<file path="src/rtl/ifetch_pkg.sv">
// Shared definitions for the instruction-fetch stage: state encoding,
// the NOP word substituted on a fetch timeout, and default timeout sizing.
package ifetch_pkg;

   typedef enum logic [1:0] {
      IDLE = 2'd0,
      REQ  = 2'd1,
      WAIT = 2'd2,
      HOLD = 2'd3
   } fetch_state_t;

   localparam logic [31:0] NOP_INST           = 32'h0000_0000;
   localparam int          DEF_TIMEOUT_CYCLES = 16;
   localparam int          DEF_CNT_W          = 5;

endpackage

</file>
<file path="src/rtl/ifetch_timeout_cnt.sv">
// Counts WAIT cycles without read data and flags when the fetch has waited
// TIMEOUT_CYCLES cycles. CNT_W must satisfy 2**CNT_W > TIMEOUT_CYCLES.
module ifetch_timeout_cnt
   import ifetch_pkg::*;
#(
   parameter int TIMEOUT_CYCLES = DEF_TIMEOUT_CYCLES,
   parameter int CNT_W          = DEF_CNT_W
) (
   input  logic clk,
   input  logic rst,
   input  logic i_clear,
   input  logic i_inc,
   output logic o_expired
);

   localparam logic [CNT_W-1:0] LAST_CNT = CNT_W'(TIMEOUT_CYCLES - 1);

   logic [CNT_W-1:0] r_cnt;

   always_ff @(posedge clk or posedge rst) begin
      if (rst) begin
         r_cnt <= '0;
      end else if (i_clear) begin
         r_cnt <= '0;
      end else if (i_inc) begin
         r_cnt <= r_cnt + CNT_W'(1);
      end
   end

   // Expires during the TIMEOUT_CYCLES-th empty WAIT cycle, so the stage
   // leaves WAIT on that cycle's closing edge.
   assign o_expired = i_inc & (r_cnt >= LAST_CNT);

endmodule

</file>
<file path="config.mk">
export PLATFORM = sky130hd
export DESIGN_NAME = ifetch_timeout_cnt
export DESIGN_NICKNAME = d
export VERILOG_FILES = /design/src/rtl/ifetch_pkg.sv /design/src/rtl/ifetch_timeout_cnt.sv
export SDC_FILE = /design/constraint.sdc
export NUM_CORES = 1
export LEC_CHECK = 0
export ABC_CLOCK_PERIOD_IN_PS = 2000
export BUFFER_PORTS_ARGS = -buffer_cell sky130_fd_sc_hd__buf_4
export CAP_MARGIN = 20
export CORE_AREA = 2 2 39 41
export CTS_CLUSTER_DIAMETER = 80
export DETAILED_ROUTE_END_ITERATION = 6
export DIE_AREA = 0 0 41 43
export SLEW_MARGIN = 5
export SYNTH_ARGS = -nofsm -noshare
export SYNTH_HDL_FRONTEND = slang
export SYNTH_SLANG_ARGS = --single-unit
</file>
<file path="constraint.sdc">
create_clock -name clk -period 2 [get_ports clk]
set_clock_uncertainty 0.15 [all_clocks]
set_input_delay 0.6 -clock clk [delete_from_list [all_inputs] [get_ports clk]]
set_output_delay 0.6 -clock clk [all_outputs]
set_load 0.02 [all_outputs]
</file>
==> results.sh, run 1 <==
export IMPL_finalNetCount=45
export IMPL_postSynthAreaPerCell_um2=11.1
export IMPL_viasPerCell=4.28
export IMPL_netlist_area_um2=300
export IMPL_crit_required_ns=1.25
export IMPL_holdBufCountCts=0
export IMPL_first_global_vias=198
export IMPL_fin_crit_sh_pct=107
export IMPL_top_register="r_cnt"
export IMPL_power_density_nw_per_um2=627
export IMPL_start_util_pct=21.7
export IMPL_synth_xor_area_share_pct=2.92
export IMPL_register_area_um2=125
export IMPL_cts_root_buf="clkbuf_4"
export IMPL_post_cts_buffers=0
export IMPL_fin_hold_ws_ns=0.117
export IMPL_r2r_slack_ns=0.64
export IMPL_p_total_uw=270
export IMPL_synth_edff_count=0
export IMPL_clk_latency_ns=0.24
export IMPL_grt_total_usage_pct=8.26
export IMPL_async_flop_share_pct=100
export IMPL_synth_compound_area_share_pct=10.0
export IMPL_num_antenna_cells=0
export IMPL_cp_slowest_stage_delay_ns=0.37
export IMPL_p_leak_nw=0.208
export IMPL_yosysSeqAreaShare_pct=41.7
export IMPL_placedCellCount=50
export IMPL_hold_violations=0
export IMPL_fmax_mhz=468
export IMPL_cts_buffers=3
export IMPL_ys_seq_elements=5
export IMPL_top_regs="r_cnt x5"
export IMPL_critPathKind="reg2out"
export IMPL_dr_total_vias=231
export IMPL_cts_sinks=5
export IMPL_crit_path_cell_trace="ha_2 -> and3_4 -> ha_4 -> nor2_4 -> a21boi_2 -> buf_6"
export IMPL_largest_reg_flops=5
export IMPL_die_x_um=41
export IMPL_worst_setup_path_end_kind="output pin"
export IMPL_synth_common_cells="dfrtp_1 (5), nor2_1 (5), ha_1 (2), inv_1 (2)"
export IMPL_layout_cells_non_filler=54
export IMPL_drive_gt1_share_pct=50.0
export IMPL_worst_slew_pin_slew_ns=0.215
export IMPL_fin_util_pct=31.1
export IMPL_clkTransAtPathRegs_ns=0.04
export IMPL_clk_path_buf_depth=2
export IMPL_die_y_um=43
export IMPL_num_rows=14
export IMPL_h_tree_depth=1
export IMPL_worstSetupStartpointType="flip-flop"
export IMPL_synth_net_count=33
export IMPL_synthFlopType="dfrtp_1"
export IMPL_gp_congestion=0.689
export IMPL_fillers=147
export IMPL_violations="setup timing"
export IMPL_regToRegEndpoint="r_cnt[4]"
export IMPL_rsz0062_at_grt="yes"
export IMPL_synth_simple_area_share_pct=22.5
export IMPL_grt_max_degree=9
export IMPL_crit_arrival_ns=1.39
export IMPL_ir_drop_mv=0.345
export IMPL_io_pins=5
export IMPL_portBuffers=4
export IMPL_antenna_found_initial=0
export IMPL_setup_violations=1
export IMPL_cts_tree="built"
export IMPL_drc=0
export IMPL_rr_worst_depth=4
export IMPL_synth_top_area_share_pct=41.7
export IMPL_slew_headroom_pct=85.7
export IMPL_ant_nets=0
export IMPL_hpwl_um=428
export IMPL_multi_input_area_um2=188
export IMPL_syn_inst=27
export IMPL_drt_first_iter_violations=4
export IMPL_critical_path_slowest_cell="dfrtp_1"
export IMPL_worst_slack_ns=-0.137
export IMPL_area_delta_synth_final_pct=43.3
export IMPL_synthTopCellsByArea="dfrtp_1 (42%), ha_1 (8.3%), nand4_4 (7.1%)"
export IMPL_synthMuxAreaShare_pct=8.33
export IMPL_yosysUniqueCellTypes=17
export IMPL_wl_per_cell_um=10.1
export IMPL_finalCriticalPeriod_ns=2.14
export IMPL_status="finished with violations"
export IMPL_drtPass1Iterations=4
export IMPL_drv_slew=0
export IMPL_drt_wl_total_um=548
export IMPL_grt_pass1_wl_um=855
export IMPL_r2r_start="r_cnt[0]"
export IMPL_synth_top_family_by_area="simple AND/OR/NAND/NOR gates"
export IMPL_yosys_area_top_type="dfrtp_1"
export IMPL_yosys_warnings=0
export IMPL_die_area_um2=1760
export IMPL_cap_violations=0
export IMPL_overflow=0
export IMPL_placeableCoreArea_um2=1380
export IMPL_yosys_area_share_adder_pct=8.33
export IMPL_cp_max_fo=2
export IMPL_hold_path_class="in2async"
==> layout make-up <==
type | count | share of cell area (%)
multi-input cells | 19 | 43.6
flip-flops and latches | 5 | 29.1
repair buffers | 8 | 14.8
clock buffers | 4 | 6.10
well taps | 16 | 4.65
inverters | 2 | 1.74
==> critical path, delay by kind of cell (launching register included) <==
family	cells	cell delay, ns
buffers and inverters	1	0.13
DFF	1	0.37
AOI/OAI and AO/OA	1	0.06
adders and majority gates	2	0.35
and+or+nand+nor	2	0.24
==> cell usage in the layout, fill, tap and decap left out <==
master	count
a21boi_2	1
a21oi_1	1
and3_4	1
clkbuf_1	1
ha_2	1
mux2i_1	1
a211oi_1	1
ha_4	1
and2b_1	1
buf_4	7
nor2_1	4
nor2_4	1
dfrtp_1	5
nand4_1	1
a21bo_2	1
nand3b_1	1
nand4_4	1
xnor2_1	1
buf_6	1
inv_1	2
clkbuf_4	3
mux2_4	1
==> metrics by stage <==
step                area (um2)  setup slack (ns)  setup TNS [ns]
finish                     430            -0.137          -0.137
global route               430            -0.196          -0.196
CTS                        422            -0.174          -0.174
detailed placement         373            0.0203               0
global placement           373            0.0289               0
floorplan                  304            0.0707               0
==> cells by family after synthesis <==
group,after synthesis
AO/OA/AOI/OAI,4
XOR/XNOR,1
adder cells (fa/ha/maj),2
buffers and inverters,3
flip-flops,5
multiplexers,2
AND/OR/NAND/NOR,10
==> layer usage <==
metal  up-vias  GRT usage, %  wire length (um)
li1        119             -                 -
met1       108          8.12               229
met2         4          11.3               287
met3         0          7.85                31
met4         0          4.00                 0
met5         -             0                 0
==> power breakdown <==
group          switching [mW]  leakage, nW  internal [mW]  total, mW
clock network          0.0405       0.0150         0.0754      0.116
logic                  0.0215        0.125         0.0216     0.0431
registers             0.00373       0.0676          0.107      0.111
total                  0.0657        0.208          0.204      0.270
==> repair_timing <==
action,CTS,global route
gates resized for setup,5,2
setup endpoints to repair,1,1
pin swaps,3,1
==> how the worst max path moves through the flow <==
stage / from / to / cells past startpoint
after floorplan: r_cnt[0] / o_expired / 5
after global placement: r_cnt[0] / o_expired / 6
after detailed placement: r_cnt[0] / o_expired / 6
after CTS: r_cnt[1] / o_expired / 6
after global routing: r_cnt[1] / o_expired / 6
final: r_cnt[0] / o_expired / 6
(Power assumes the default switching activity.)
==> inputs of run 2 (changes only) <==
CTS_BUF_LIST = sky130_fd_sc_hd__clkbuf_16   (was not set)
==> run 2 against run 1 <==
Net effect: the run still ends with setup timing left; combinational power hardly changed; flip-flop and latch count unchanged; hold slack gained 0.015 ns; power increased by 78%; die area did not move; non-clock buffer count stayed put; critical path type unchanged.
==> results.sh, run 2 (same netlist as run 1, synthesis figures left out) <==
export IMPL_die_y_um=43
export IMPL_regToRegEndpoint="r_cnt[4]"
export IMPL_crit_arrival_ns=1.37
export IMPL_r2r_slack_ns=0.64
export IMPL_drtPass1Iterations=4
export IMPL_worstSetupStartpointType="flip-flop"
export IMPL_grt_total_usage_pct=9.98
export IMPL_ant_nets=0
export IMPL_die_x_um=41
export IMPL_setup_violations=1
export IMPL_cts_buffers=3
export IMPL_rsz0062_at_grt="yes"
export IMPL_slew_headroom_pct=85.8
export IMPL_crit_required_ns=1.25
export IMPL_cts_root_buf="clkbuf_16"
export IMPL_final_common_cell="buf_4"
export IMPL_fin_crit_sh_pct=106
export IMPL_antenna_found_initial=0
export IMPL_holdBufCountCts=0
export IMPL_largest_reg_flops=5
export IMPL_drive_gt1_share_pct=50.0
export IMPL_crit_path_end="o_expired"
export IMPL_drt_first_iter_violations=2
export IMPL_fmax_mhz=471
export IMPL_ir_drop_mv=0.535
export IMPL_area_delta_synth_final_pct=60.8
export IMPL_io_pins=5
export IMPL_die_area_um2=1760
export IMPL_r2r_start="r_cnt[0]"
export IMPL_critPathKind="reg2out"
export IMPL_drt_wl_total_um=586
export IMPL_fillers=140
export IMPL_worst_slew_pin_slew_ns=0.213
export IMPL_violations="setup timing"
export IMPL_hold_violations=0
export IMPL_fin_util_pct=34.9
export IMPL_worst_setup_path_end_kind="output pin"
export IMPL_cts_tree="built"
export IMPL_first_global_vias=218
export IMPL_cap_violations=0
export IMPL_num_antenna_cells=0
export IMPL_rr_worst_depth=4
export IMPL_clk_path_buf_depth=2
export IMPL_worst_slack_ns=-0.124
export IMPL_portBuffers=4
export IMPL_drc=0
export IMPL_cts_sinks=5
export IMPL_layout_cells_non_filler=54
export IMPL_clk_latency_ns=0.23
export IMPL_grt_max_degree=9
export IMPL_top_register="r_cnt"
export IMPL_clkTransAtPathRegs_ns=0.03
export IMPL_grt_pass1_wl_um=931
export IMPL_hold_path_class="in2async"
export IMPL_h_tree_depth=1
export IMPL_finalCriticalPeriod_ns=2.12
export IMPL_viasPerCell=4.41
export IMPL_top_regs="r_cnt x5"
export IMPL_overflow=0
export IMPL_finalNetCount=45
export IMPL_status="finished with violations"
export IMPL_placeableCoreArea_um2=1380
export IMPL_p_leak_nw=0.235
export IMPL_num_rows=14
export IMPL_dr_total_vias=238
export IMPL_hpwl_um=428
export IMPL_start_util_pct=21.7
export IMPL_power_density_nw_per_um2=993
export IMPL_mostFrequentLayoutCells="buf_4 (7), dfrtp_1 (5), nor2_1 (4), inv_1 (3), clkbuf_16 (3)"
export IMPL_gp_congestion=0.689
export IMPL_drv_slew=0
export IMPL_startpoint="r_cnt[0]"
export IMPL_wl_per_cell_um=10.9
export IMPL_cp_max_fo=2
export IMPL_placedCellCount=50
-- run 2: cell count changes in the layout (fill, tap and decap cells not counted), sizes merged --
cell and delta:
clkbuf -1, inv +1
-- run 2: what timing repair did --
| item | CTS | global route |
|---|---|---|
| gates resized for setup | 5 | 2 |
| buffers inserted | 0 | 0 |
| endpoints found under the setup margin | 1 | 1 |
| pin swaps | 3 | 1 |
-- run 2: where the power goes --
part	switching [mW]	internal (mW)
registers	0.00384	0.107
logic	0.0216	0.0216
clock network	0.0663	0.259
-- run 2: through the flow --
| stage | worst slack (ns) | total power, mW | area (um2) | hold WS [ns] | TNS, ns |
|---|---|---|---|---|---|
| 2_1_floorplan | 0.0707 | 0.136 | 304 | 0.229 | 0 |
| 3_3_place_gp | 0.0289 | 0.152 | 373 | 0.375 | 0 |
| 3_5_place_dp | 0.0203 | 0.153 | 373 | 0.381 | 0 |
| 4_1_cts | -0.151 | 0.485 | 474 | 0.141 | -0.151 |
| 5_1_grt | -0.165 | 0.500 | 483 | 0.150 | -0.165 |
| 6_report | -0.124 | 0.479 | 483 | 0.131 | -0.124 |
-- run 2: how the worst min path moves through the flow --
| stage | startpoint | to | slack, ns | cells after the start |
|---|---|---|---|---|
| finish | rst | r_cnt[4] | 0.13 | 2 |
| global placement | rst | r_cnt[4] | 0.38 | 2 |
| floorplan | rst | r_cnt[0] | 0.23 | 1 |
| detailed placement | rst | r_cnt[4] | 0.38 | 2 |
| global route | rst | r_cnt[4] | 0.15 | 2 |
| CTS | rst | r_cnt[2] | 0.14 | 2 |
-- run 2: layout make-up --
class | count | area [um2] | share of cell area (%)
multi-input cells | 19 | 188 | 38.9
repair buffers | 8 | 63.8 | 13.2
well taps | 16 | 20.0 | 4.15
clock buffers | 3 | 75.1 | 15.5
flip-flops and latches | 5 | 125 | 25.9
inverters | 2 | 7.51 | 1.55
clock inverters | 1 | 3.75 | 0.777
-- run 2: per-layer routing --
metal / track usage [%] / vias up / share of wire [%]
li1: - / 118 / -
met1: 8.14 / 108 / 38
met2: 11.9 / 7 / 48
met3: 9.42 / 5 / 8.2
met4: 12.0 / 0 / 6.1
met5: 0 / - / 0
-- run 2: worst max-delay path, stage by stage (launching register included) --
cell and delay (ns):
dfrtp_1 0.37, ha_2 0.19, and3_4 0.15, ha_4 0.16, nor2_4 0.09, a21boi_2 0.06, buf_6 0.13
